File: src/rtl/hdmi_island_packetizer_if.sv
// Packet handoff between the infoframe source and the island packetizer.
// One packet = 24-bit header plus four 56-bit subpackets, all LSB first.
interface hdmi_island_packetizer_if;
    logic        pkt_valid;
    logic        pkt_ready;
    logic [23:0] pkt_header;
    logic [55:0] pkt_sub0;
    logic [55:0] pkt_sub1;
    logic [55:0] pkt_sub2;
    logic [55:0] pkt_sub3;

    modport master (
        output pkt_valid, pkt_header, pkt_sub0, pkt_sub1, pkt_sub2, pkt_sub3,
        input  pkt_ready
    );

    modport slave (
        input  pkt_valid, pkt_header, pkt_sub0, pkt_sub1, pkt_sub2, pkt_sub3,
        output pkt_ready
    );
endinterface

File: src/rtl/hdmi_island_packetizer.sv
// HDMI data-island packetizer: buffers one packet and serialises it over 32 beats
// as TERC4 nibbles, appending BCH(64,56)/(32,24) parity on the fly.
module hdmi_island_packetizer (
    input  logic                           pixclk,
    input  logic                           reset,
    hdmi_island_packetizer_if.slave        pkt,
    input  logic                           start,
    input  logic                           hsync,
    input  logic                           vsync,
    output logic                           island_active,
    output logic [3:0]                     data_ch0,
    output logic [3:0]                     data_ch1,
    output logic [3:0]                     data_ch2,
    output logic                           underrun,
    output logic                           start_err
);
    typedef enum logic {IDLE, SEND} state_t;

    state_t           state;
    logic [4:0]       beat;
    logic             buf_full;
    logic [23:0]      buf_hdr;
    logic [3:0][55:0] buf_sub;
    logic [23:0]      hdr_sh;
    logic [3:0][55:0] sub_sh;
    logic [7:0]       hdr_par;
    logic [3:0][7:0]  sub_par;

    logic             load, emit, accept, ch0_bit;
    logic [4:0]       nb;
    logic [23:0]      src_hdr, nxt_hdr;
    logic [3:0][55:0] src_sub, nxt_sub;
    logic [7:0]       src_hpar, nxt_hpar;
    logic [3:0][7:0]  src_spar, nxt_spar;
    logic [3:0]       c1, c2;

    function automatic logic [7:0] bch_step(input logic [7:0] code, input logic b);
        return {code[6:0], 1'b0} ^ ((code[7] ^ b) ? 8'hC1 : 8'h00);
    endfunction

    assign pkt.pkt_ready = ~buf_full;
    assign accept        = pkt.pkt_valid & ~buf_full;

    // Beat nb is computed from either the buffer (on the start edge) or the
    // pre-shifted working set, so the registered outputs show beat k at t+1+k.
    always_comb begin
        load     = (state == IDLE) && start;
        emit     = load || (state == SEND && beat != 5'd31);
        nb       = load ? 5'd0 : beat + 5'd1;
        src_hdr  = hdr_sh;
        src_sub  = sub_sh;
        src_hpar = hdr_par;
        src_spar = sub_par;
        if (load) begin
            src_hdr  = buf_full ? buf_hdr : '0;
            src_sub  = buf_full ? buf_sub : '0;
            src_hpar = '0;
            src_spar = '0;
        end
        nxt_hdr  = src_hdr >> 1;
        ch0_bit  = src_hpar[7];
        nxt_hpar = {src_hpar[6:0], 1'b0};
        if (nb < 5'd24) begin
            ch0_bit  = src_hdr[0];
            nxt_hpar = bch_step(src_hpar, src_hdr[0]);
        end
        for (int n = 0; n < 4; n++) begin
            nxt_sub[n]  = src_sub[n] >> 2;
            c1[n]       = src_spar[n][7];
            c2[n]       = src_spar[n][6];
            nxt_spar[n] = {src_spar[n][5:0], 2'b00};
            if (nb < 5'd28) begin
                c1[n]       = src_sub[n][0];
                c2[n]       = src_sub[n][1];
                nxt_spar[n] = bch_step(bch_step(src_spar[n], src_sub[n][0]), src_sub[n][1]);
            end
        end
    end

    always_ff @(posedge pixclk) begin
        if (reset) begin
            state         <= IDLE;
            beat          <= '0;
            buf_full      <= 1'b0;
            buf_hdr       <= '0;
            buf_sub       <= '0;
            hdr_sh        <= '0;
            sub_sh        <= '0;
            hdr_par       <= '0;
            sub_par       <= '0;
            island_active <= 1'b0;
            underrun      <= 1'b0;
            start_err     <= 1'b0;
            data_ch0      <= 4'b1100;
            data_ch1      <= '0;
            data_ch2      <= '0;
        end else begin
            underrun  <= load && !buf_full;
            start_err <= (state == SEND) && start;
            // A packet arriving alongside start waits for the next island.
            if (accept) begin
                buf_full <= 1'b1;
                buf_hdr  <= pkt.pkt_header;
                buf_sub  <= {pkt.pkt_sub3, pkt.pkt_sub2, pkt.pkt_sub1, pkt.pkt_sub0};
            end else if (load) begin
                buf_full <= 1'b0;
            end
            if (emit) begin
                state         <= SEND;
                beat          <= nb;
                hdr_sh        <= nxt_hdr;
                sub_sh        <= nxt_sub;
                hdr_par       <= nxt_hpar;
                sub_par       <= nxt_spar;
                island_active <= 1'b1;
                data_ch0      <= {nb != 5'd0, ch0_bit, vsync, hsync};
                data_ch1      <= c1;
                data_ch2      <= c2;
            end else begin
                state         <= IDLE;
                beat          <= '0;
                island_active <= 1'b0;
                data_ch0      <= {2'b11, vsync, hsync};
                data_ch1      <= '0;
                data_ch2      <= '0;
            end
        end
    end
endmodule

File: src/flat_wrapper.sv
// flat-port wrapper written by rule: the top's interface ports become plain ports
module hdmi_island_packetizer_flat 
  (pixclk, reset, start, hsync, vsync, island_active, data_ch0, data_ch1, data_ch2, underrun, start_err, pkt_pkt_valid, pkt_pkt_header, pkt_pkt_sub0, pkt_pkt_sub1, pkt_pkt_sub2, pkt_pkt_sub3, pkt_pkt_ready);
  hdmi_island_packetizer_if pkt_i ();
  input  logic pixclk;
  input  logic reset;
  input  logic start;
  input  logic hsync;
  input  logic vsync;
  output logic island_active;
  output logic [3:0] data_ch0;
  output logic [3:0] data_ch1;
  output logic [3:0] data_ch2;
  output logic underrun;
  output logic start_err;
  input wire logic [$bits(pkt_i.pkt_valid)-1:0] pkt_pkt_valid;
  input wire logic [$bits(pkt_i.pkt_header)-1:0] pkt_pkt_header;
  input wire logic [$bits(pkt_i.pkt_sub0)-1:0] pkt_pkt_sub0;
  input wire logic [$bits(pkt_i.pkt_sub1)-1:0] pkt_pkt_sub1;
  input wire logic [$bits(pkt_i.pkt_sub2)-1:0] pkt_pkt_sub2;
  input wire logic [$bits(pkt_i.pkt_sub3)-1:0] pkt_pkt_sub3;
  output wire logic [$bits(pkt_i.pkt_ready)-1:0] pkt_pkt_ready;
  assign pkt_i.pkt_valid = pkt_pkt_valid;
  assign pkt_i.pkt_header = pkt_pkt_header;
  assign pkt_i.pkt_sub0 = pkt_pkt_sub0;
  assign pkt_i.pkt_sub1 = pkt_pkt_sub1;
  assign pkt_i.pkt_sub2 = pkt_pkt_sub2;
  assign pkt_i.pkt_sub3 = pkt_pkt_sub3;
  assign pkt_pkt_ready = pkt_i.pkt_ready;
  hdmi_island_packetizer u_core (.pixclk(pixclk), .reset(reset), .pkt(pkt_i), .start(start), .hsync(hsync), .vsync(vsync), .island_active(island_active), .data_ch0(data_ch0), .data_ch1(data_ch1), .data_ch2(data_ch2), .underrun(underrun), .start_err(start_err));
endmodule
File: config.mk
export PLATFORM = sky130hd
export DESIGN_NAME = hdmi_island_packetizer_flat
export DESIGN_NICKNAME = d
export VERILOG_FILES = /design/src/rtl/hdmi_island_packetizer_if.sv /design/src/rtl/hdmi_island_packetizer.sv /design/src/flat_wrapper.sv
export SDC_FILE = /design/constraint.sdc
export NUM_CORES = 1
export LEC_CHECK = 0
export ABC_AREA = 1
export CORE_MARGIN = 2
export CORE_UTILIZATION = 35
export CTS_BUF_LIST = sky130_fd_sc_hd__clkbuf_16
export DETAILED_ROUTE_END_ITERATION = 6
export HOLD_SLACK_MARGIN = 0.12
export PLACE_DENSITY_LB_ADDON = 0.2
export SYNTH_ARGS = -nofsm -noshare
export SYNTH_HDL_FRONTEND = slang
export SYNTH_SLANG_ARGS = --single-unit
File: constraint.sdc
create_clock -name pixclk -period 5.35 [get_ports pixclk]
set_input_delay 1.07 -clock pixclk [delete_from_list [all_inputs] [get_ports pixclk]]
set_output_delay 1.07 -clock pixclk [all_outputs]
set_load 0.02 [all_outputs]
* Yosys cells after proc, flatten, opt, wreduce, memory -nomap -nowiden
Cells that the tools add are included.
** Word-level totals
- Flip-flop bits (word level) :: 548
- Output and inout bits :: 16
- Logic and storage cells :: 92
** Cells by class
- $add $sub $neg :: 1
- Magnitude comparators :: 2
- Equal/unequal tests :: 1
- Mux-type cells :: 33
- Bitwise operators :: 22
- Reduce and logical (&&, ||, !) cells :: 9
** Operators by type and width (count)
- $mux 224 :: 2
- $mux 8 :: 15
- $xor 8x8->8 :: 9
- $mux 24 :: 2
- $mux 32 :: 1
- $mux 1 :: 12
- $lt 5x5->1 const B :: 2
- $xor 1x1->1 :: 9
- $add 5x1->5 const B :: 1
- $mux 5 :: 1
- $ne 5x5->1 const B :: 1
- $reduce_bool 5->1 :: 1
- $logic_and 1x1->1 :: 4
- $not 1->1 :: 3
- $reduce_bool 2->1 :: 1
- $reduce_or 2->1 :: 1
- $and 1x1->1 :: 1
- $logic_not 1->1 :: 1
- $logic_or 1x1->1 :: 1

* Depth between registers and ports, before layout
Gate-level depths: netlist of the first run.
- Word-level depth :: 10
- Mapped depth :: 13
- Depth with buffers taken out :: 12

* Worst setup path after synthesis of the first run
Ideal clock, no wire load.
- Path kind :: input to register
- From :: input pkt_pkt_valid
- To :: register u_core.buf_hdr[13]
- Arrival time :: 2.021 ns
- Required time :: 5.222 ns
- Setup slack :: 3.200 ns
- Stages :: 7
- Buffers on the path :: 3
- Path through :: inv_1 > nor2_2 > inv_1 > buf_2 > clkbuf_1 > buf_1 > a21oi_1
** On the way
- Cells in the longest elaborated chain, start to end :: 1
** RTL lines
- start, declared :: RTL line flat_wrapper.sv:16 : input wire logic [$bits(pkt_i.pkt_valid)-1:0] pkt_pkt_valid;
- $and 1x1->1 :: RTL line hdmi_island_packetizer.sv:42 : assign accept = pkt.pkt_valid & ~buf_full;
- end signal, assigned :: RTL line hdmi_island_packetizer.sv:103 : buf_hdr <= pkt.pkt_header;
- end, declared :: RTL line hdmi_island_packetizer.sv:22 : logic [23:0] buf_hdr;
No other way between the ends.
A chain may end at the register's enable or synchronous reset.

* Worst setup path after layout of the first run
- From :: register u_core.beat[0]
- To :: register u_core.hdr_sh[12]
** On the way
- Cells in the longest elaborated chain, start to end :: 3
** RTL lines
- start, declared :: RTL line hdmi_island_packetizer.sv:20 : logic [4:0] beat;
- start signal, assigned :: RTL line hdmi_island_packetizer.sv:110 : beat <= nb;
- $ne 5x5->1 :: RTL line hdmi_island_packetizer.sv:48 : emit = load || (state == SEND && beat != 5'd31);
- $logic_and 1x1->1 :: RTL line hdmi_island_packetizer.sv:48
- $logic_or 1x1->1 :: RTL line hdmi_island_packetizer.sv:48
- end signal, assigned :: RTL line hdmi_island_packetizer.sv:111 : hdr_sh <= nxt_hdr;
- end, declared :: RTL line hdmi_island_packetizer.sv:24 : logic [23:0] hdr_sh;
No other way between the ends.

==> insert_results.sql, run 1 <==
INSERT INTO impl_metrics (metric_group, metric, value, unit) VALUES
('finish', 'final_cell_count_no_fill', '3842', ''),
('worst_setup_path', 'cp_max_fo', '92', ''),
('place', 'place.detailed.hpwl', '35200', 'um'),
('place', 'port_buffers', '269', ''),
('clock_tree', 'htree_num_levels', '2', ''),
('timing', 'finalCritPeriodShare', '69.0', '%'),
('synth', 'synth_compound_area_share', '23.5', '%'),
('min_path', 'min-delay-path-class', 'flip-flop to flip-flop', ''),
('synth', 'synthDominantAreaCellType', 'dfxtp_1', ''),
('synth', 'number_of_storage_elements_in_the_synthesis_netlist', '548', ''),
('die', 'die_h', '252', 'um'),
('timing', 'setup_tns', '0', 'ns'),
('synth', 'seq_area_frac_synth', '51.1', '%'),
('global_routing', 'grt_start_max_net_pins', '207', ''),
('global_routing', 'grt_util_all_layers', '17.7', '%'),
('power_and_ir_drop', 'seq_power_share', '48.8', '%'),
('synth', 'post_synth_most_frequent_cells', '548 x dfxtp_1, 462 x inv_1, 440 x o21ai_0', ''),
('timing', 'final_period_minus_worst_setup_slack', '3.69', 'ns'),
('synth', 'synthesis.area_per_instance', '7.45', 'um^2'),
('die', 'pin_count', '270', ''),
('timing', 'worstMarginPinSlew', '1.08', 'ns'),
('run', 'max_cap_viol_count', '0', ''),
('place', 'placedCellCount', '3740', ''),
('drt', 'antenna_left', '0', ''),
('timing', 'drv_slew', '0', ''),
('drt', 'detailroute.via_count', '18739', ''),
('drt', 'post_drt_wl_per_cell', '15.0', 'um'),
('power_and_ir_drop', 'power.net_switching', '0.00232', 'W'),
('power_and_ir_drop', 'p_leak', '10.9', 'nW'),
('synth', 'postSynth.asyncResetShare', '0', '%'),
('synth', 'synth_edf_count', '0', ''),
('outcome', 'run_status', 'finished, final reports clean', ''),
('clock_tree', 'cts.hold.buffers_added', '0', ''),
('power_and_ir_drop', 'clockPowerShare', '40.1', '%'),
('die', 'fp.dieArea', '63400', 'um^2'),
('place', 'dp_worst_setup_slack', '1.57', 'ns'),
('drt', 'viasPerCell', '4.88', ''),
('timing', 'achievable-frequency', '0.271', 'GHz'),
('worst_setup_path', 'timing.critical_path.from_type', 'flip-flop', ''),
('synth', 'synthXorXnorAreaFrac', '0.122', '%'),
('synth', 'synth_top_cell_area_share', '51.1', '%'),
('die', 'initial_util', '35.5', '%'),
('timing', 'final-setup-viol-count', '0', ''),
('die', 'row_count', '90', ''),
('clock_tree', 'tritoncts.num_buffers', '59', ''),
('timing', 'final.hold.worst_slack', '0.447', 'ns'),
('power_and_ir_drop', 'power_density', '346', 'nW/um^2'),
('finish', 'layout-drive-gt1-share', '3.53', '%'),
('timing', 'timing.max_slew.rel_slack', '27.9', '%'),
('timing', 'hold_viol', '0', ''),
('timing', 'rsz0062_at_grt', 'false', ''),
('global_routing', 'grt_total_ovfl', '0', ''),
('place', 'place.gp.congestion', '0.790', ''),
('worst_setup_path', 'timing.critical_path.to_type', 'flip-flop', ''),
('synth', 'synth.cell_area', '21500', 'um^2'),
('clock_tree', 'tritoncts', 'done', ''),
('global_routing', 'first_global_vias', '18174', ''),
('power_and_ir_drop', 'max-vdd-ir-drop', '0.000261', 'V'),
('synth', 'yosys_warnings', '0', ''),
('worst_setup_path', 'worstPathRequired', '5.90', 'ns'),
('synth', 'synthTopCellsByArea', 'dfxtp_1 51%, o21ai_0 10%, inv_1 8.1%', ''),
('clock_tree', 'post_cts_buffers', '0', ''),
('synth', 'synth_simple_gate_area_share', '12.9', '%'),
('finish', 'layout.filler_cells', '6156', ''),
('drt', 'drt_drc_violations_left', '0', ''),
('clock_tree', 'worst_setup_hold_path_clk_slew', '0.06', 'ns'),
('finish', 'layout.nets', '3275', ''),
('power_and_ir_drop', 'comb_power_share', '11.1', '%'),
('synth', 'synthMostInstantiatedCell', 'dfxtp_1', ''),
('power_and_ir_drop', 'internal_power', '0.00674', 'W'),
('synth', 'yosys-mux-area-fraction', '0', '%');
critical path, stage by stage, from the launching register on:
cell,delay [ns]
dfxtp_1,0.40
ha_1,0.20
nand2_1,0.09
nor2_1,0.11
ha_1,0.20
nor2_4,0.06
inv_4,0.54
nand2_8,0.58
inv_4,0.18
buf_4,0.75
nand2_1,0.13
o21ai_0,0.11
o21ai_0,0.10
inv_1,0.09
state kept, by name, indices dropped and copies added, names as in the netlist:
register,cells
u_core.island_active,1
u_core.data_ch2,4
u_core.buf_sub,224
u_core.data_ch1,4
u_core.buf_hdr,24
u_core.hdr_par,8
u_core.hdr_sh,23
u_core.beat,5
u_core.data_ch0,4
u_core.sub_sh,216
u_core.buf_full,1
u_core.start_err,1
u_core.underrun,1
u_core.sub_par,32
metrics by stage:
stage                     instance area, um^2  utilization (%)
final                                   26200             43.3
after floorplan                         21500                -
after CTS                               26200             43.3
after global placement                  24500             40.5
after global routing                    26200             43.3
after detailed placement                24500             40.5
per-layer routing:
layer	global-route usage (%)	wire, um	up-vias
li1	-	-	9562
met1	23.7	27000	8688
met2	29.6	26500	406
met3	2.76	2750	81
met4	5.14	1260	2
met5	0	8	-
cells by family (layout without fill, tap and decap cells):
group / count (synthesis) / in the layout
AO/OA/AOI/OAI: 939 / 939
XOR/XNOR: 3 / 3
adder cells (fa/ha/maj): 2 / 2
buffers and inverters: 680 / 857
flip-flops: 548 / 548
AND/OR/NAND/NOR: 711 / 711
placed cells by master (no fill, tap or decap):
cell type,count
clkbuf_16,61
inv_4,3
o31ai_1,1
clkinv_2,9
inv_8,2
dfxtp_1,548
inv_2,3
o21a_1,1
or2_0,1
nand4_1,6
a31oi_1,39
a211oi_1,1
clkinv_1,6
clkdlybuf4s50_1,268
nor3_1,6
nor2_2,4
nand3_1,42
xor2_1,2
o21ai_0,440
nand2_8,1
nor2_1,371
buf_4,14
inv_1,484
and2_1,1
a21oi_1,230
nand2_4,1
xnor2_1,1
nand2_1,275
ha_1,2
nor2_4,2
a221oi_1,2
o21ai_1,51
nand2_2,1
clkinvlp_4,2
o22ai_1,120
a22oi_1,54
buf_12,5
cell type report:
class	count	area [um^2]	share of cell area, %
timing repair buffer	287	2890	11.0
multi-input combinational	1655	7900	30.1
sequential	548	11000	41.8
inverter	468	1780	6.79
clock inverter	41	173	0.659
tap	782	978	3.73
clock buffer	61	1530	5.82
final timing paths:
check	startpoint	to	slack, ns	cells after the start
setup / recovery	u_core.beat[0]	u_core.hdr_sh[12]	1.66	13
hold / removal	u_core.buf_sub[116]	u_core.buf_sub[116]	0.45	2
setup reg to reg	u_core.beat[0]	u_core.hdr_sh[12]	1.66	13
hold reg to reg	u_core.buf_sub[116]	u_core.buf_sub[116]	0.45	2
power groups by stage:
| stage | clock network [W] | registers (W) | logic, W |
|---|---|---|---|
| floorplan | 0 | 0.00449 | 0.000619 |
| global placement | 0 | 0.00451 | 0.000990 |
| detailed placement | 0 | 0.00451 | 0.00101 |
| CTS | 0.00375 | 0.00443 | 0.00102 |
| global route | 0.00390 | 0.00445 | 0.00113 |
| finish | 0.00363 | 0.00443 | 0.00101 |
No activity file was read; power rests on OpenSTA's default activity.
==> inputs of run 2 (changes only) <==
==> constraint.sdc (replaced) <==
create_clock -name pixclk -period 3 [get_ports pixclk]
set_input_delay 0.6 -clock pixclk [delete_from_list [all_inputs] [get_ports pixclk]]
set_output_delay 0.6 -clock pixclk [all_outputs]
set_load 0.02 [all_outputs]
==> insert_results.sql, run 2 (synthesized netlist as in run 1, its figures left out) <==
INSERT INTO impl_metrics (metric_group, metric, value, unit) VALUES
('global_routing', 'globalRouteMet3Util', '3.11', '%'),
('place', 'placed_area', '24800', 'um^2'),
('worst_setup_path', 'cp_max_fo', '11', ''),
('global_routing', 'grt_start_max_net_pins', '138', ''),
('finish', 'final_cell_area', '26600', 'um^2'),
('drt', 'detailroute.via_count', '18790', ''),
('finish', 'reg_top3', 'u_core.buf_sub (224), u_core.sub_sh (216), u_core.sub_par (32)', ''),
('die', 'fp.coreArea', '60600', 'um^2'),
('power_and_ir_drop', 'clockPowerShare', '40.5', '%'),
('finish', 'layout-drive-gt1-share', '4.21', '%'),
('worst_setup_path', 'timing.critical_path.from_type', 'flip-flop', ''),
('finish', 'ff_latch_area', '11000', 'um^2'),
('min_path', 'min-delay-path-class', 'primary input to flip-flop', ''),
('worst_setup_path', 'worst_ep_arrival_time', '2.14', 'ns'),
('finish', 'top_register', 'u_core.buf_sub', ''),
('global_routing', 'grt_pass1_wl', '93300', 'um'),
('place', 'dp_worst_setup_slack', '0.267', 'ns'),
('power_and_ir_drop', 'comb_power_share', '11.3', '%'),
('die', 'pin_count', '270', ''),
('finish', 'largest_register_ffs', '224', ''),
('global_routing', 'first_global_vias', '18188', ''),
('place', 'place.gp.congestion', '0.842', ''),
('worst_setup_path', 'timing.critical_path.to_type', 'primary output', ''),
('global_routing', 'grt_busiest_layer', 'met2', ''),
('timing', 'achievable-frequency', '0.365', 'GHz'),
('clock_tree', 'clockRootBuffer', 'clkbuf_16', ''),
('global_routing', 'grt_total_ovfl', '0', ''),
('timing', 'worst_slack_setup_final', '0.262', 'ns'),
('global_routing', 'met2_usage', '29.6', '%'),
('global_routing', 'grt_util_all_layers', '17.9', '%'),
('outcome', 'run_status', 'finished, final reports clean', ''),
('timing', 'drv_slew', '0', ''),
('drt', 'drt_iter0_drc', '1104', ''),
('power_and_ir_drop', 'max-vdd-ir-drop', '0.000404', 'V'),
('finish', 'multiInputGateArea', '7900', 'um^2'),
('die', 'row_count', '90', ''),
('timing', 'timing.max_slew.rel_slack', '43.3', '%'),
('finish', 'layout.filler_cells', '6043', ''),
('power_and_ir_drop', 'p_leak', '11.0', 'nW'),
('die', 'initial_util', '35.5', '%'),
('clock_tree', 'clock_path_buffers', '3', ''),
('drt', 'antenna_left', '0', ''),
('drt', 'drt_drc_violations_left', '0', ''),
('power_and_ir_drop', 'seq_power_share', '48.2', '%'),
('finish', 'layout.cells.most_common', 'dfxtp_1', ''),
('clock_tree', 'post_cts_buffers', '0', ''),
('clock_tree', 'tritoncts', 'done', ''),
('clock_tree', 'htree_num_levels', '2', ''),
('drt', 'drt-total-wl', '58000', 'um'),
('global_routing', 'met1_usage', '24.0', '%'),
('clock_tree', 'tritoncts_num_sinks', '548', ''),
('timing', 'worstMarginPinSlew', '0.850', 'ns'),
('drt', 'viasPerCell', '4.86', ''),
('timing', 'hold_viol', '0', ''),
('power_and_ir_drop', 'total_power', '0.0164', 'W'),
('timing', 'setup_tns', '0', 'ns'),
('worst_setup_path', 'worstPathRequired', '2.40', 'ns'),
('drt', 'drt_pre_antenna_iters', '5', ''),
('power_and_ir_drop', 'internal_power', '0.0122', 'W'),
('clock_tree', 'cts.hold.buffers_added', '0', ''),
('power_and_ir_drop', 'power_density', '617', 'nW/um^2'),
('clock_tree', 'insertion_delay', '0.62', 'ns'),
('timing', 'final_period_minus_worst_setup_slack', '2.74', 'ns'),
('die', 'fp.dieArea', '63400', 'um^2'),
('finish', 'layout.nets', '3297', ''),
('power_and_ir_drop', 'switching_share', '25.6', '%'),
('die', 'die_h', '252', 'um'),
('power_and_ir_drop', 'power.net_switching', '0.00419', 'W'),
('die', 'die_x', '252', 'um'),
('clock_tree', 'tritoncts.num_buffers', '58', ''),
('drt', 'post_drt_wl_per_cell', '15.0', 'um'),
('finish', 'syn2layout_area_growth', '23.6', '%'),
('timing', 'finalCritPeriodShare', '91.3', '%'),
('clock_tree', 'worst_setup_hold_path_clk_slew', '0.06', 'ns'),
('global_routing', 'antenna_found_initial', '4', ''),
('place', 'place.detailed.hpwl', '36900', 'um'),
('worst_setup_path', 'crit_type', 'flip-flop to primary output', ''),
('run', 'max_cap_viol_count', '0', ''),
('timing', 'rsz0062_at_grt', 'false', ''),
('timing', 'final-setup-viol-count', '0', ''),
('timing', 'fin_worst_skew', '0.0184', 'ns'),
('clock_tree', 'cts-resized-gates', '0', ''),
('finish', 'most_frequent_cells_in_the_layout', '548 x dfxtp_1, 475 x inv_1, 440 x o21ai_0, 371 x nor2_1, 275 x nand2_1', ''),
('place', 'port_buffers', '269', '');
-- run 2: changes by cell type in the layout (fill, tap and decap cells not counted), moves of 3 or more --
cell / previous run / this run
buf_12: 5 / 16
buf_4: 14 / 26
bufinv_16: 0 / 3
clkbuf_16: 61 / 58
clkinv_1: 6 / 20
inv_1: 484 / 475
-- run 2: path summary, 6_finish.rpt --
kind	startpoint	end	slack [ns]	depth (start not counted)
setup / recovery	u_core.buf_full	pkt_pkt_ready	0.26	2
hold / removal	reset	u_core.data_ch0[1]	0.41	2
setup reg to reg	u_core.beat[0]	u_core.sub_sh[10]	0.50	12
hold reg to reg	u_core.buf_sub[143]	u_core.buf_sub[143]	0.45	2
-- run 2: layer usage --
metal	part of all wire [%]	up-vias
met5	0.036	-
met4	2.2	4
met3	4.4	83
met2	46	361
met1	47	8726
li1	-	9616
-- run 2: stage by stage --
step	instances	hold slack, ns	utilization, %
floorplan	2883	0.423	-
global placement	3763	0.431	41.0
detailed placement	3763	0.441	41.0
CTS	3869	0.369	43.9
global route	3870	0.406	43.9
finish	3870	0.411	43.9
-- run 2: final cells by class --
| type | instances | share of cell area, % |
|---|---|---|
| antenna | 1 | 0.00942 |
| clock buffer | 58 | 5.46 |
| clock inverter | 48 | 1.09 |
| inverter | 468 | 6.70 |
| multi-input combinational | 1655 | 29.7 |
| sequential | 548 | 41.3 |
| tap | 782 | 3.68 |
| timing repair buffer | 310 | 12.0 |
-- run 2: power by group through the flow --
stage          Sequential [W]  Clock, W  Combinational [W]
3_5_place_dp          0.00805         0            0.00187
3_3_place_gp          0.00804         0            0.00184
4_1_cts               0.00789   0.00685            0.00188
2_1_floorplan         0.00801         0            0.00110
6_report              0.00790   0.00664            0.00186
5_1_grt               0.00794   0.00712            0.00208
-- run 2: worst max-delay path: stages (launching register included) --
cell	delay [ns]
dfxtp_1	0.73
inv_1	0.21
clkdlybuf4s50_1	0.59
==> inputs of run 3 (changes only) <==
--- a/config.mk
+++ b/config.mk
@@ -10,6 +10,7 @@
 export CORE_UTILIZATION = 35
 export CTS_BUF_LIST = sky130_fd_sc_hd__clkbuf_16
 export DETAILED_ROUTE_END_ITERATION = 6
+export DONT_BUFFER_PORTS = 1
 export HOLD_SLACK_MARGIN = 0.12
 export PLACE_DENSITY_LB_ADDON = 0.2
 export SYNTH_ARGS = -nofsm -noshare
==> insert_results.sql, run 3 (synthesized netlist as in run 1, its figures left out) <==
INSERT INTO impl_metrics (metric_group, metric, value, unit) VALUES
('global_routing', 'grt_total_ovfl', '0', ''),
('worst_setup_path', 'critical_path.n_buffers_inverters', '2', ''),
('min_path', 'whs_endpoint', 'u_core.buf_sub[86]', ''),
('place', 'place.detailed.hpwl', '35100', 'um'),
('worst_setup_path', 'regToRegEndpoint', 'u_core.sub_sh[215]', ''),
('place', 'port_buffers', '0', ''),
('min_path', 'worstHoldPathCells', '2', ''),
('worst_setup_path', 'r2r-start', 'u_core.beat[0]', ''),
('power_and_ir_drop', 'power.net_switching', '0.00427', 'W'),
('drt', 'antenna_left', '0', ''),
('place', 'place.gp.congestion', '0.784', ''),
('power_and_ir_drop', 'max-vdd-ir-drop', '0.000396', 'V'),
('worst_setup_path', 'cpMaxStageDelayCell', 'buf_4', ''),
('global_routing', 'antenna_found_initial', '6', ''),
('timing', 'achievable-frequency', '0.431', 'GHz'),
('timing', 'setup_tns', '0', 'ns'),
('die', 'die_h', '252', 'um'),
('timing', 'drv_slew', '0', ''),
('finish', 'top_register', 'u_core.buf_sub', ''),
('power_and_ir_drop', 'switching_share', '25.1', '%'),
('global_routing', 'first_global_vias', '17358', ''),
('drt', 'drt-total-wl', '56900', 'um'),
('global_routing', 'grt_util_all_layers', '17.6', '%'),
('timing', 'finalCritPeriodShare', '77.4', '%'),
('worst_setup_path', 'worst_ep_arrival_time', '2.84', 'ns'),
('timing', 'fin_worst_skew', '0.0192', 'ns'),
('finish', 'layout.cells.most_common', 'dfxtp_1', ''),
('worst_setup_path', 'crit_type', 'flip-flop to flip-flop', ''),
('clock_tree', 'worst_setup_hold_path_clk_slew', '0.06', 'ns'),
('finish', 'layout.filler_cells', '6229', ''),
('power_and_ir_drop', 'seq_power_share', '46.4', '%'),
('drt', 'drt_pre_antenna_iters', '5', ''),
('worst_setup_path', 'timing.critical_path.from_type', 'flip-flop', ''),
('clock_tree', 'clockRootBuffer', 'clkbuf_16', ''),
('worst_setup_path', 'timing.critical_path.to_type', 'flip-flop', ''),
('drt', 'post_drt_wl_per_cell', '15.4', 'um'),
('timing', 'rsz0062_at_grt', 'false', ''),
('clock_tree', 'tritoncts_num_sinks', '548', ''),
('worst_setup_path', 'ff2ff_path_depth', '10', ''),
('finish', 'largest_register_ffs', '224', ''),
('timing', 'timing.max_slew.rel_slack', '25.7', '%'),
('clock_tree', 'cts-resized-gates', '0', ''),
('clock_tree', 'htree_num_levels', '2', ''),
('worst_setup_path', 'worst_path_dominant_cell_family', 'buffers and inverters', ''),
('drt', 'detailroute.via_count', '18113', ''),
('die', 'fp.dieArea', '63400', 'um^2'),
('power_and_ir_drop', 'internal_power', '0.0128', 'W'),
('power_and_ir_drop', 'comb_power_share', '9.2', '%'),
('timing', 'final_period_minus_worst_setup_slack', '2.32', 'ns'),
('drt', 'drt_iter0_drc', '1188', ''),
('finish', 'most_frequent_cells_in_the_layout', '548 x dfxtp_1, 473 x inv_1, 440 x o21ai_0, 371 x nor2_1, 275 x nand2_1', ''),
('clock_tree', 'tritoncts', 'done', ''),
('global_routing', 'grt_pass1_wl', '91000', 'um'),
('global_routing', 'grt_start_max_net_pins', '138', ''),
('die', 'fp.coreArea', '60600', 'um^2'),
('worst_setup_path', 'timing.critical_path.mode_cell', 'ha_1', ''),
('timing', 'hold_viol', '0', ''),
('outcome', 'run_status', 'finished, final reports clean', ''),
('drt', 'viasPerCell', '4.92', ''),
('die', 'initial_util', '35.5', '%'),
('min_path', 'min-delay-path-class', 'primary input to flip-flop', ''),
('timing', 'worstMarginPinSlew', '1.11', 'ns'),
('min_path', 'hold_start', 'pkt_pkt_sub1[30]', ''),
('die', 'die_x', '252', 'um'),
('power_and_ir_drop', 'power_density', '685', 'nW/um^2'),
('clock_tree', 'tritoncts.num_buffers', '61', ''),
('worst_setup_path', 'worstPathRequired', '3.52', 'ns'),
('worst_setup_path', 'critical_path.cell_chain', 'ha_1 -> nand2_1 -> nor2_1 -> ha_1 -> nor2_4 -> inv_4 -> nand2_8 -> buf_4 -> o21ai_0 -> a21oi_1', ''),
('power_and_ir_drop', 'total_power', '0.0170', 'W'),
('finish', 'syn2layout_area_growth', '15.7', '%'),
('clock_tree', 'insertion_delay', '0.61', 'ns'),
('power_and_ir_drop', 'p_leak', '10.4', 'nW'),
('clock_tree', 'clock_path_buffers', '3', ''),
('drt', 'drt_drc_violations_left', '0', ''),
('worst_setup_path', 'cp_max_fo', '89', ''),
('finish', 'layout.nets', '3102', ''),
('run', 'max_cap_viol_count', '0', ''),
('finish', 'reg_top3', 'u_core.buf_sub (224), u_core.sub_sh (216), u_core.sub_par (32)', ''),
('worst_setup_path', 'rrSetupSlack', '0.68', 'ns'),
('power_and_ir_drop', 'clockPowerShare', '44.4', '%'),
('timing', 'final-setup-viol-count', '0', ''),
('timing', 'final.hold.worst_slack', '0.153', 'ns'),
('die', 'pin_count', '270', ''),
('worst_setup_path', 'cpPeakStageDelay', '0.60', 'ns'),
('finish', 'layout-drive-gt1-share', '5.35', '%'),
('die', 'row_count', '90', '');
==> run 3: cell count changes in the layout (fill, tap and decap cells not counted), sizes merged, moves of 2 or more <==
cell           previous run  this run
clkbuf                   58        61
buf                      42        47
dlygate4sd3               0        65
diode                     1         3
bufinv                    3        10
clkdlybuf4s50           268         0
clkinv                   28        25
==> run 3: power groups by stage <==
stage | combinational [W] | clock (W) | sequential (W)
4_1_cts | 0.00159 | 0.00778 | 0.00790
6_report | 0.00157 | 0.00756 | 0.00790
2_1_floorplan | 0.00110 | 0 | 0.00801
3_5_place_dp | 0.00148 | 0 | 0.00806
3_3_place_gp | 0.00146 | 0 | 0.00805
5_1_grt | 0.00178 | 0.00807 | 0.00794
==> run 3: worst max path at each step <==
stage / from / endpoint / slack, ns / cells past startpoint
2_1_floorplan: u_core.beat[0] / u_core.sub_sh[10] / 1.19 / 12
3_3_place_gp: u_core.beat[0] / u_core.sub_sh[113] / 0.70 / 9
3_5_place_dp: u_core.beat[0] / u_core.sub_sh[113] / 0.71 / 9
4_1_cts: u_core.beat[0] / u_core.sub_sh[214] / 0.68 / 10
5_1_grt: u_core.beat[0] / u_core.sub_sh[206] / 0.45 / 10
6_report: u_core.beat[0] / u_core.sub_sh[215] / 0.68 / 10
==> run 3: area by class of cell <==
class,instances,area [um^2],share of cell area (%)
Tap cell,782,978,3.94
Sequential cell,548,11000,44.1
Clock buffer,61,1530,6.14
Clock inverter,52,504,2.03
Timing Repair Buffer,112,1190,4.77
Antenna cell,3,7.51,0.0302
Multi-Input combinational cell,1655,7900,31.8
Inverter,468,1780,7.16
==> run 3: per-stage QoR <==
stage               utilization (%)  instance area (um^2)  setup slack, ns  instances
global route                   41.0                 24900            0.445       3681
floorplan                         -                 21500             1.19       2883
CTS                            41.0                 24800            0.678       3678
detailed placement             36.5                 22100            0.712       3499
finish                         41.0                 24900            0.678       3681
global placement               36.5                 22100            0.703       3499
==> run 3: metal layers <==
| layer | part of all wire, % | wire length [um] | vias up | global-route usage, % |
|---|---|---|---|---|
| met4 | 1.6 | 924 | 4 | 4.36 |
| met2 | 46 | 26300 | 360 | 29.3 |
| met5 | 0.044 | 25 | - | 0 |
| li1 | - | - | 9234 | - |
| met1 | 47 | 26900 | 8441 | 23.6 |
| met3 | 4.7 | 2650 | 74 | 2.93 |
==> run 3: repair_timing <==
action	in CTS	in global routing
hold buffers	66	0
hold endpoints to repair	123	0
setup buffers	0	0
==> RTL edit: new RTL, settings of run 2 <==
Remove the register `underrun`: a continuous assignment takes its place, so the output `underrun` follows one clock earlier.
--- a/src/rtl/hdmi_island_packetizer.sv
+++ b/src/rtl/hdmi_island_packetizer.sv
@@ -90,5 +90,4 @@
             sub_par       <= '0;
             island_active <= 1'b0;
-            underrun      <= 1'b0;
             start_err     <= 1'b0;
             data_ch0      <= 4'b1100;
@@ -96,5 +95,4 @@
             data_ch2      <= '0;
         end else begin
-            underrun  <= load && !buf_full;
             start_err <= (state == SEND) && start;
             // A packet arriving alongside start waits for the next island.
@@ -127,4 +125,6 @@
         end
     end
+
+    assign underrun = load && !buf_full;
 endmodule
 
Behaviour: not the same (Yosys sat finds a counterexample within 4 cycles, from zero or initial values and one cycle with reset high).
==> RTL edit against run 2 <==
  * Synthesized area fell by 1.7%
  * Total power rose by 1.2%
  * First-iteration DRC count rose by 4.6%
  * Register-to-register slack improved by 0.13 ns
  * Global-route usage rose by 0.56 points
  * Design area fell by 1.2%
  * Worst setup slack got worse by 0.17 ns
  * Utilization fell by 0.12 points
  * Non-clock buffer count rose by 5
  * Sequential cell count fell by 1
  * Routed wire length rose by 0.53%
  * Hold slack got worse by 0.047 ns
  * Largest power group unchanged
==> RTL edit: results (changes against run 2) <==
stage,metric,value,unit,change
placement,routabilityCongestion,0.795,,was 0.842
route,dr_wl_met3,3390,um,was 2540 um
worst_setup_path,crit_fanout,5,,was 11
timing,skew,0.0205,ns,was 0.0184 ns
global_routing,met3_usage,3.68,%,was 3.11%
synthesis,synth_commonest_cells,"574 x nand2_1, 547 x dfxtp_1, 461 x nor2_1",,"was 548 x dfxtp_1, 462 x inv_1, 440 x o21ai_0"
global_routing,gr-usage-met1,24.2,%,was 24.0%
worst_setup_path,critPathMaxStageDelay,0.71,ns,was 0.73 ns
worst_setup_path,crit_end,underrun,,was pkt_pkt_ready
timing,worst_hold_slack,0.364,ns,was 0.411 ns
global_routing,grt.total_usage,18.4,%,was 17.9%
synthesis,synth_compound_area_share,18.6,%,was 23.5%
timing,worstMarginPinSlew,0.876,ns,was 0.850 ns
finish,nNetsFinal,3263,,was 3297
worst_setup_path,cp-startpoint,start,,was u_core.buf_full
worst_setup_path,cp.arrival,2.31,ns,was 2.14 ns
global_routing,grt_pass1_wl,94400,um,was 93300 um
synthesis,ys_types,32,,was 31
placement,pre_cts_ws,0.0840,ns,was 0.267 ns
run_status,status,"finished, final reports clean",,unchanged
timing,fmax,0.344,GHz,was 0.365 GHz
global_routing,grt_use_met2,30.8,%,was 29.6%
placement,dp_hpwl,36300,um,was 36900 um
pwr,p_leak,10.7,nW,was 11.0 nW
pwr,vdd_drop_max,0.000413,V,was 0.000404 V
route,first_pass_iters,6,,was 5
pwr,power.internal,0.0124,W,was 0.0122 W
worst_setup_path,rr_worst_depth,10,,was 12
route,met1_length,27000,um,was 27300 um
## RTL edit: power groups by stage
stage	combinational [W]	sequential, W	clock, W
CTS	0.00184	0.00791	0.00707
floorplan	0.00107	0.00801	0
finish	0.00181	0.00791	0.00687
global placement	0.00180	0.00806	0
detailed placement	0.00182	0.00806	0
global route	0.00203	0.00796	0.00735
## RTL edit: cell type report
cell class	count	share of cell area (%)
flip-flops and latches	547	41.7
multi-input cells	1862	32.2
repair buffers	315	12.2
clock buffers	59	5.62
well taps	782	3.73
inverters	223	3.26
clock inverters	49	1.28
diodes	1	0.00953
## RTL edit: worst max-delay path: cells and delay by family
family	cells	cell delay, ns
buffers and inverters	2	1.27
and+or+nand+nor	2	0.44
## RTL edit: metrics by stage
step	instances	total power, W
after global placement	3729	0.00986
after global routing	3837	0.0173
after detailed placement	3729	0.00988
final	3838	0.0166
after floorplan	2842	0.00908
after CTS	3837	0.0168
